$ cat config.mk
export PLATFORM = sky130hd
export DESIGN_NAME = contrast_brightness_pipe
export DESIGN_NICKNAME = d
export VERILOG_FILES = /design/src/rtl/contrast_brightness_pipe.sv
export SDC_FILE = /design/constraint.sdc
export NUM_CORES = 1
export LEC_CHECK = 0
export ABC_AREA = 0
export CORE_ASPECT_RATIO = 0.8
export CORE_MARGIN = 1
export CORE_UTILIZATION = 50
export DETAILED_ROUTE_END_ITERATION = 10
export PLACE_DENSITY = 0.67
export SLEW_MARGIN = 20
export SYNTH_ARGS = -nofsm -noshare
export SYNTH_HDL_FRONTEND = slang
export SYNTH_SLANG_ARGS = --single-unit
$ cat constraint.sdc
create_clock -name clk -period 5.3 [get_ports clk]
set_clock_uncertainty 0.05 [all_clocks]
set_input_delay 0.795 -clock clk [delete_from_list [all_inputs] [get_ports clk]]
set_output_delay 0.795 -clock clk [all_outputs]
set_load 0.05 [all_outputs]
$ cat src/rtl/contrast_brightness_pipe.sv
// contrast_brightness_pipe
//   Pipelined per-channel contrast/brightness stage for the colour-reduction
//   video path:  out = sat(((in - MID) * gain >>> GAIN_FRAC) + MID + offset)
//
//   Ports
//     clk, reset        rising-edge clock, synchronous active-high reset
//     in_valid/in_sof   input pixel qualifier and start-of-frame (sof only
//                       meaningful with in_valid)
//     in_rgb            NUM_CH channels of CH_W bits, channel 0 in the LSBs
//     cfg_load          pulse: capture cfg_gain/cfg_offset into shadow regs
//     cfg_gain          unsigned gain, GAIN_FRAC fractional bits
//     cfg_offset        signed brightness offset, CH_W+1 bits
//     out_valid/out_sof/out_rgb  adjusted pixel, 4 register stages after input
//     frame_clips       clipped-pixel count of the last completed frame
//     clips_valid       one-cycle pulse when frame_clips updates
//
//   Handshake: no backpressure. A pixel is accepted on every rising edge where
//   in_valid=1; it is presented on out_rgb with out_valid=1 after the third
//   following edge (sampled at edge N, visible after edge N+3). Bubbles
//   travel through as out_valid=0 and out_rgb holds its last value.
module contrast_brightness_pipe #(
  parameter int CH_W      = 8,
  parameter int NUM_CH    = 3,
  parameter int GAIN_W    = 8,
  parameter int GAIN_FRAC = 4,
  parameter int CNT_W     = 20
) (
  input  logic                     clk,
  input  logic                     reset,
  input  logic                     in_valid,
  input  logic                     in_sof,
  input  logic [NUM_CH*CH_W-1:0]   in_rgb,
  input  logic                     cfg_load,
  input  logic [GAIN_W-1:0]        cfg_gain,
  input  logic [CH_W:0]            cfg_offset,
  output logic                     out_valid,
  output logic                     out_sof,
  output logic [NUM_CH*CH_W-1:0]   out_rgb,
  output logic [CNT_W-1:0]         frame_clips,
  output logic                     clips_valid
);

  localparam int PW   = CH_W + GAIN_W + 2;  // full-precision product width
  localparam int QW   = PW + 2;             // guard bits for + MID + offset
  localparam int MID  = 2 ** (CH_W - 1);
  localparam int MAXV = 2 ** CH_W - 1;
  localparam logic [GAIN_W-1:0] GAIN_ONE = GAIN_W'(1 << GAIN_FRAC);

  // Config: shadow written by cfg_load, active copied from shadow on sof
  logic [GAIN_W-1:0]   shadow_gain, act_gain, pix_gain;
  logic signed [CH_W:0] shadow_offset, act_offset, pix_offset;
  logic                take_sof;

  assign take_sof = in_valid & in_sof;

  // The sof pixel itself already uses the freshly activated config.
  always_comb begin
    pix_gain   = take_sof ? shadow_gain   : act_gain;
    pix_offset = take_sof ? shadow_offset : act_offset;
  end

  always_ff @(posedge clk) begin
    if (reset) begin
      shadow_gain   <= GAIN_ONE;
      shadow_offset <= '0;
      act_gain      <= GAIN_ONE;
      act_offset    <= '0;
    end else begin
      // Shadow update lands after this edge, so a same-cycle sof copies the
      // old shadow value.
      if (cfg_load) begin
        shadow_gain   <= cfg_gain;
        shadow_offset <= $signed(cfg_offset);
      end
      if (take_sof) begin
        act_gain   <= shadow_gain;
        act_offset <= shadow_offset;
      end
    end
  end

  // S1: centre around MID. Gain/offset ride along with the pixel.
  logic                 s1_valid, s1_sof;
  logic signed [CH_W:0] s1_d [NUM_CH];
  logic [GAIN_W-1:0]    s1_gain;
  logic signed [CH_W:0] s1_offset;

  always_ff @(posedge clk) begin
    if (reset) begin
      s1_valid  <= 1'b0;
      s1_sof    <= 1'b0;
      s1_gain   <= '0;
      s1_offset <= '0;
      for (int c = 0; c < NUM_CH; c++) s1_d[c] <= '0;
    end else begin
      s1_valid  <= in_valid;
      s1_sof    <= take_sof;
      s1_gain   <= pix_gain;
      s1_offset <= pix_offset;
      for (int c = 0; c < NUM_CH; c++)
        s1_d[c] <= $signed({1'b0, in_rgb[c*CH_W +: CH_W]} - (CH_W+1)'(MID));
    end
  end

  // S2: full-precision signed product
  logic                 s2_valid, s2_sof;
  logic signed [PW-1:0] s2_p [NUM_CH];
  logic signed [CH_W:0] s2_offset;

  always_ff @(posedge clk) begin
    if (reset) begin
      s2_valid  <= 1'b0;
      s2_sof    <= 1'b0;
      s2_offset <= '0;
      for (int c = 0; c < NUM_CH; c++) s2_p[c] <= '0;
    end else begin
      s2_valid  <= s1_valid;
      s2_sof    <= s1_sof;
      s2_offset <= s1_offset;
      for (int c = 0; c < NUM_CH; c++)
        s2_p[c] <= PW'(s1_d[c]) * PW'($signed({1'b0, s1_gain}));
    end
  end

  // S3: rescale (>>> floors toward -inf) and re-bias in a guarded width
  logic                 s3_valid, s3_sof;
  logic signed [QW-1:0] s3_q [NUM_CH];

  always_ff @(posedge clk) begin
    if (reset) begin
      s3_valid <= 1'b0;
      s3_sof   <= 1'b0;
      for (int c = 0; c < NUM_CH; c++) s3_q[c] <= '0;
    end else begin
      s3_valid <= s2_valid;
      s3_sof   <= s2_sof;
      for (int c = 0; c < NUM_CH; c++)
        s3_q[c] <= (QW'(s2_p[c]) >>> GAIN_FRAC) + QW'(MID) + QW'(s2_offset);
    end
  end

  // Saturation and clip detection feeding the output register
  logic [NUM_CH*CH_W-1:0] sat_rgb;
  logic                   any_clip;

  always_comb begin
    sat_rgb  = '0;
    any_clip = 1'b0;
    for (int c = 0; c < NUM_CH; c++) begin
      if (s3_q[c] < 0) begin
        sat_rgb[c*CH_W +: CH_W] = '0;
        any_clip = 1'b1;
      end else if (s3_q[c] > QW'(MAXV)) begin
        sat_rgb[c*CH_W +: CH_W] = '1;
        any_clip = 1'b1;
      end else begin
        sat_rgb[c*CH_W +: CH_W] = s3_q[c][CH_W-1:0];
      end
    end
  end

  // Output register and per-frame clip statistic
  logic [CNT_W-1:0] run_clips;
  logic             seen_sof;  // clips before the first sof are not reported

  always_ff @(posedge clk) begin
    if (reset) begin
      out_valid   <= 1'b0;
      out_sof     <= 1'b0;
      out_rgb     <= '0;
      frame_clips <= '0;
      clips_valid <= 1'b0;
      run_clips   <= '0;
      seen_sof    <= 1'b0;
    end else begin
      out_valid   <= s3_valid;
      out_sof     <= s3_valid & s3_sof;
      clips_valid <= 1'b0;
      if (s3_valid) begin
        out_rgb <= sat_rgb;
        if (s3_sof) begin
          frame_clips <= seen_sof ? run_clips : '0;
          clips_valid <= 1'b1;
          seen_sof    <= 1'b1;
          run_clips   <= CNT_W'(any_clip);
        end else if (any_clip && run_clips != '1) begin
          run_clips <= run_clips + 1'b1;
        end
      end
    end
  end

endmodule

==> results of run 1 <==
[final cells by class]
type	instances	area, µm²
clock buffer	35	703.2
fill	3066	14340
clock inverter	10	158.9
inverter	305	1145
antenna	1	2.502
multi-input combinational	1325	11470
sequential	232	4646
timing repair buffer	107	1035
tap	465	581.8
[cells by family (layout without fill, tap and decap cells)]
| family | after synthesis | after routing | share of synthesized area, % |
|---|---|---|---|
| other cells | 0 | 1 | 0 |
| mux | 44 | 44 | 2.533 |
| compound gates | 248 | 248 | 9.581 |
| simple gates | 611 | 611 | 17.34 |
| flops | 232 | 232 | 26.48 |
| fa+ha+maj | 352 | 352 | 32.43 |
| buf+inv | 368 | 457 | 8.133 |
| xor+xnor | 70 | 70 | 3.496 |
[sequential cells by signal, summed over array words and instances (netlist names), 8 cells and up]
signal         flops
shadow_offset      9
s2_p              42
s2_offset          9
act_gain           8
shadow_gain        8
s1_d              24
s3_q              48
run_clips         20
frame_clips       20
out_rgb           24
s1_offset          9
[cell usage after synthesis, types with 19 or more instances]
cell and n:
sky130_fd_sc_hd__a21oi_1 66, sky130_fd_sc_hd__a21o_1 24, sky130_fd_sc_hd__xor2_1 23, sky130_fd_sc_hd__inv_1 304
sky130_fd_sc_hd__xnor2_1 47, sky130_fd_sc_hd__and2_1 118, sky130_fd_sc_hd__o21ai_0 35, sky130_fd_sc_hd__nor2_1 181
sky130_fd_sc_hd__nand2_1 133, sky130_fd_sc_hd__fa_1 171, sky130_fd_sc_hd__a22o_1 19, sky130_fd_sc_hd__nand3_1 28
sky130_fd_sc_hd__mux2i_1 41, sky130_fd_sc_hd__clkbuf_1 46, sky130_fd_sc_hd__nor3_1 33, sky130_fd_sc_hd__ha_1 181
sky130_fd_sc_hd__nor2b_1 60, sky130_fd_sc_hd__dfxtp_1 232
[layer usage]
layer | vias up | track usage [%]
met1 | 5786 | 30.93
li1 | 6325 | -
met5 | - | 1.379
met3 | 46 | 4.996
met2 | 275 | 31.52
met4 | 6 | 4.159
[path summary, 6_finish.rpt]
check	start	end	slack [ns]	cells past startpoint
min	s2_valid$_SDFF_PP0_	s3_valid$_SDFF_PP0_	0.38	1
max reg2reg	act_gain[5]$_SDFFE_PP0P_	s2_p[0][51]$_SDFF_PP0_	0.25	15
min reg2reg	s2_valid$_SDFF_PP0_	s3_valid$_SDFF_PP0_	0.38	1
max	act_gain[5]$_SDFFE_PP0P_	s2_p[0][51]$_SDFF_PP0_	0.25	15
[cells in the final DEF (no fill, tap or decap), drive strengths merged, types with 12 or more instances in the layout]
| cell type | count |
|---|---|
| inv | 309 |
| nor2b | 60 |
| a22o | 19 |
| fa | 171 |
| xnor2 | 47 |
| o21a | 12 |
| ha | 181 |
| clkbuf | 35 |
| a21oi | 71 |
| nor2 | 183 |
| and2 | 118 |
| mux2i | 41 |
| a21o | 24 |
| nand3 | 28 |
| xor2 | 23 |
| nand2 | 133 |
| nor3 | 33 |
| dfxtp | 232 |
| buf | 16 |
| clkdlybuf4s50 | 91 |
| o21ai | 45 |
[worst register-to-register path, stage by stage, from the launching register on]
cell and delay, ns:
sky130_fd_sc_hd__dfxtp_1 0.49, sky130_fd_sc_hd__and2_1 0.26, sky130_fd_sc_hd__fa_1 0.53, sky130_fd_sc_hd__inv_1 0.06
sky130_fd_sc_hd__fa_1 0.49, sky130_fd_sc_hd__inv_1 0.06, sky130_fd_sc_hd__fa_1 0.52, sky130_fd_sc_hd__inv_1 0.05
sky130_fd_sc_hd__fa_1 0.53, sky130_fd_sc_hd__inv_1 0.04, sky130_fd_sc_hd__ha_1 0.36, sky130_fd_sc_hd__nor2b_1 0.17
sky130_fd_sc_hd__o31ai_1 0.39, sky130_fd_sc_hd__a21oi_1 0.20, sky130_fd_sc_hd__a221oi_1 0.35, sky130_fd_sc_hd__mux2_2 0.37
[per-stage QoR]
step	instance area [µm²]	utilization, %	std cells
after floorplan	17540	-	1925
after global placement	18870	55.38	2434
after detailed placement	18870	55.38	2434
after CTS	19740	57.91	2479
after global routing	19740	57.91	2479
final	19740	57.91	2480
[power groups by stage]
stage	registers, mW	logic (mW)	clock network [mW]
floorplan	1.92	0.504	0
global placement	1.93	0.669	0
detailed placement	1.93	0.680	0
CTS	1.89	0.687	1.85
global route	1.90	0.776	1.92
finish	1.89	0.680	1.81
==> flow_summary.ini, run 1 <==
[route]
num_vias = 12440
postRouteAntennaNets = 0
routed_via_density = 5.015
first_iter_violations = 721
wire_per_inst_um = 14.74
detailroute.wirelength.met3_mm = 2.389
postRouteWirelength_mm = 36.55
detailedRoute.firstPassIterationCount = 5
routedLengthMet1_mm = 18.62
post-route-drc-count = 0
top_signal_layer_used = met5
route.met2.wl_mm = 14.85

[min_path]
worst_hold_path_type = reg2reg

[logic_synthesis]
synth.yosys.warnings = 0
mappedNetlistNets = 2323
synth-edff-count = 0
ys_seq_elements = 232
synthArstFlopShare_pct = 0
synthCells = 1925
yosysTopAreaCell = sky130_fd_sc_hd__dfxtp_1
yosysSeqAreaShare_pct = 26.48
synth.lib_cells_used.distinct = 64
synthDominantCellAreaShare_pct = 26.48
netlist_top_cells_area = sky130_fd_sc_hd__dfxtp_1 26%, sky130_fd_sc_hd__fa_1 20%, sky130_fd_sc_hd__ha_1 13%
syn_area_mm2 = 0.01754
synth-main-ff-cell = sky130_fd_sc_hd__dfxtp_1
syn-mean-instance-area_um2 = 9.111

[global_routing]
first_global_vias = 12330
first_pass_grt_wire_length_mm = 61.49
grt.total_usage_pct = 21.13
antenna_found_initial = 3
grt.overflow.total = 0
grt_max_degree = 74

[setup_path]
timing_worst_setup_path_type = reg2reg
timing.critical_path.max_delay_family = adder cells
cp_num_buf_inv = 4
critical_path.slowest_cell = sky130_fd_sc_hd__fa_1
cpPeakStageDelay_ns = 0.53
nature_of_the_critical_path_startpoint = register
setup.worst_path.end_class = register
worst_ep_arrival_time_ns = 5.45
critical_path.max_fanout = 20
crit_required_ns = 5.70
cp_cell_sequence = and2_1, fa_1, inv_1, fa_1, inv_1, fa_1, inv_1, fa_1, inv_1, ha_1, nor2b_1, o31ai_1, a21oi_1, a221oi_1, mux2_2

[die]
start_util_pct = 51.46
die-area_mm2 = 0.03583
placement_rows = 60
design.core.area_mm2 = 0.03408
die_span_y_um = 169.5
die_width_um = 211.4
floorplan.io_pins = 93

[status]
run_status = complete, no violations

[power_and_ir_drop]
cellInternalPower_mw = 3.194
power_frac_clock_pct = 41.3
worst_ir_drop_vdd_v = 0.0002573
power_switching_mw = 1.182
total_power_mw = 4.376
netSwitchingFraction_pct = 27.02
power.sequential.fraction_pct = 43.2
power_density_mw_per_mm2 = 221.7
power.static_leakage_nw = 9.279
power_frac_comb_pct = 15.5

[clocking]
cts_setup_buffers = 0
clock_tree.root_cell = sky130_fd_sc_hd__clkbuf_16
clock_insertion_delay_worst_skew_ns = 0.56
clkSinkCount = 232
clock_tree_from_tritoncts = built
cts.hold.buffers_added = 0
max-clock-path-buffers = 3
tritoncts.num_buffers = 25
cts_repair_resize_count = 0
clk_pin_slew_worst_paths_ns = 0.07
htreeDepth = 1

[layout]
drive_gt1_share_pct = 3.774
area.growth.synth_to_final_pct = 12.55
nNetsFinal = 2394

[timing]
period_minus_slack_ns = 5.051
fin_tns_setup_ns = 0
setup_viol = 0
layout_worst_path_cycle_share_pct = 95.31
final.hold.worst_slack_ns = 0.3831
achievable-frequency_mhz = 198.0
slew_viol_final = 0
max_slew_margin_pct = 33.93
setup_repair_after_global_routing_missed_its_margin = false
finalWorstSetupSlack_ns = 0.2486
max_slew.worst_pin.slew_ns = 0.9911
hold_viol = 0

[job]
timing.max_cap.violations = 0

[placed_design]
place.gp.congestion = 0.9170
dp_slack_ns = 0.3385
dpl.hpwl_mm = 29.68
io_buffer_count = 92
Power figures use the tool's default switching activity.
==> run 2: changes to the inputs <==
--- a/config.mk
+++ b/config.mk
@@ -11,7 +11,6 @@
 export CORE_UTILIZATION = 50
 export DETAILED_ROUTE_END_ITERATION = 10
 export PLACE_DENSITY = 0.67
-export SLEW_MARGIN = 20
 export SYNTH_ARGS = -nofsm -noshare
 export SYNTH_HDL_FRONTEND = slang
 export SYNTH_SLANG_ARGS = --single-unit
==> results of run 2 <==
Final layout, timing and power as in run 1 (identical DEF).
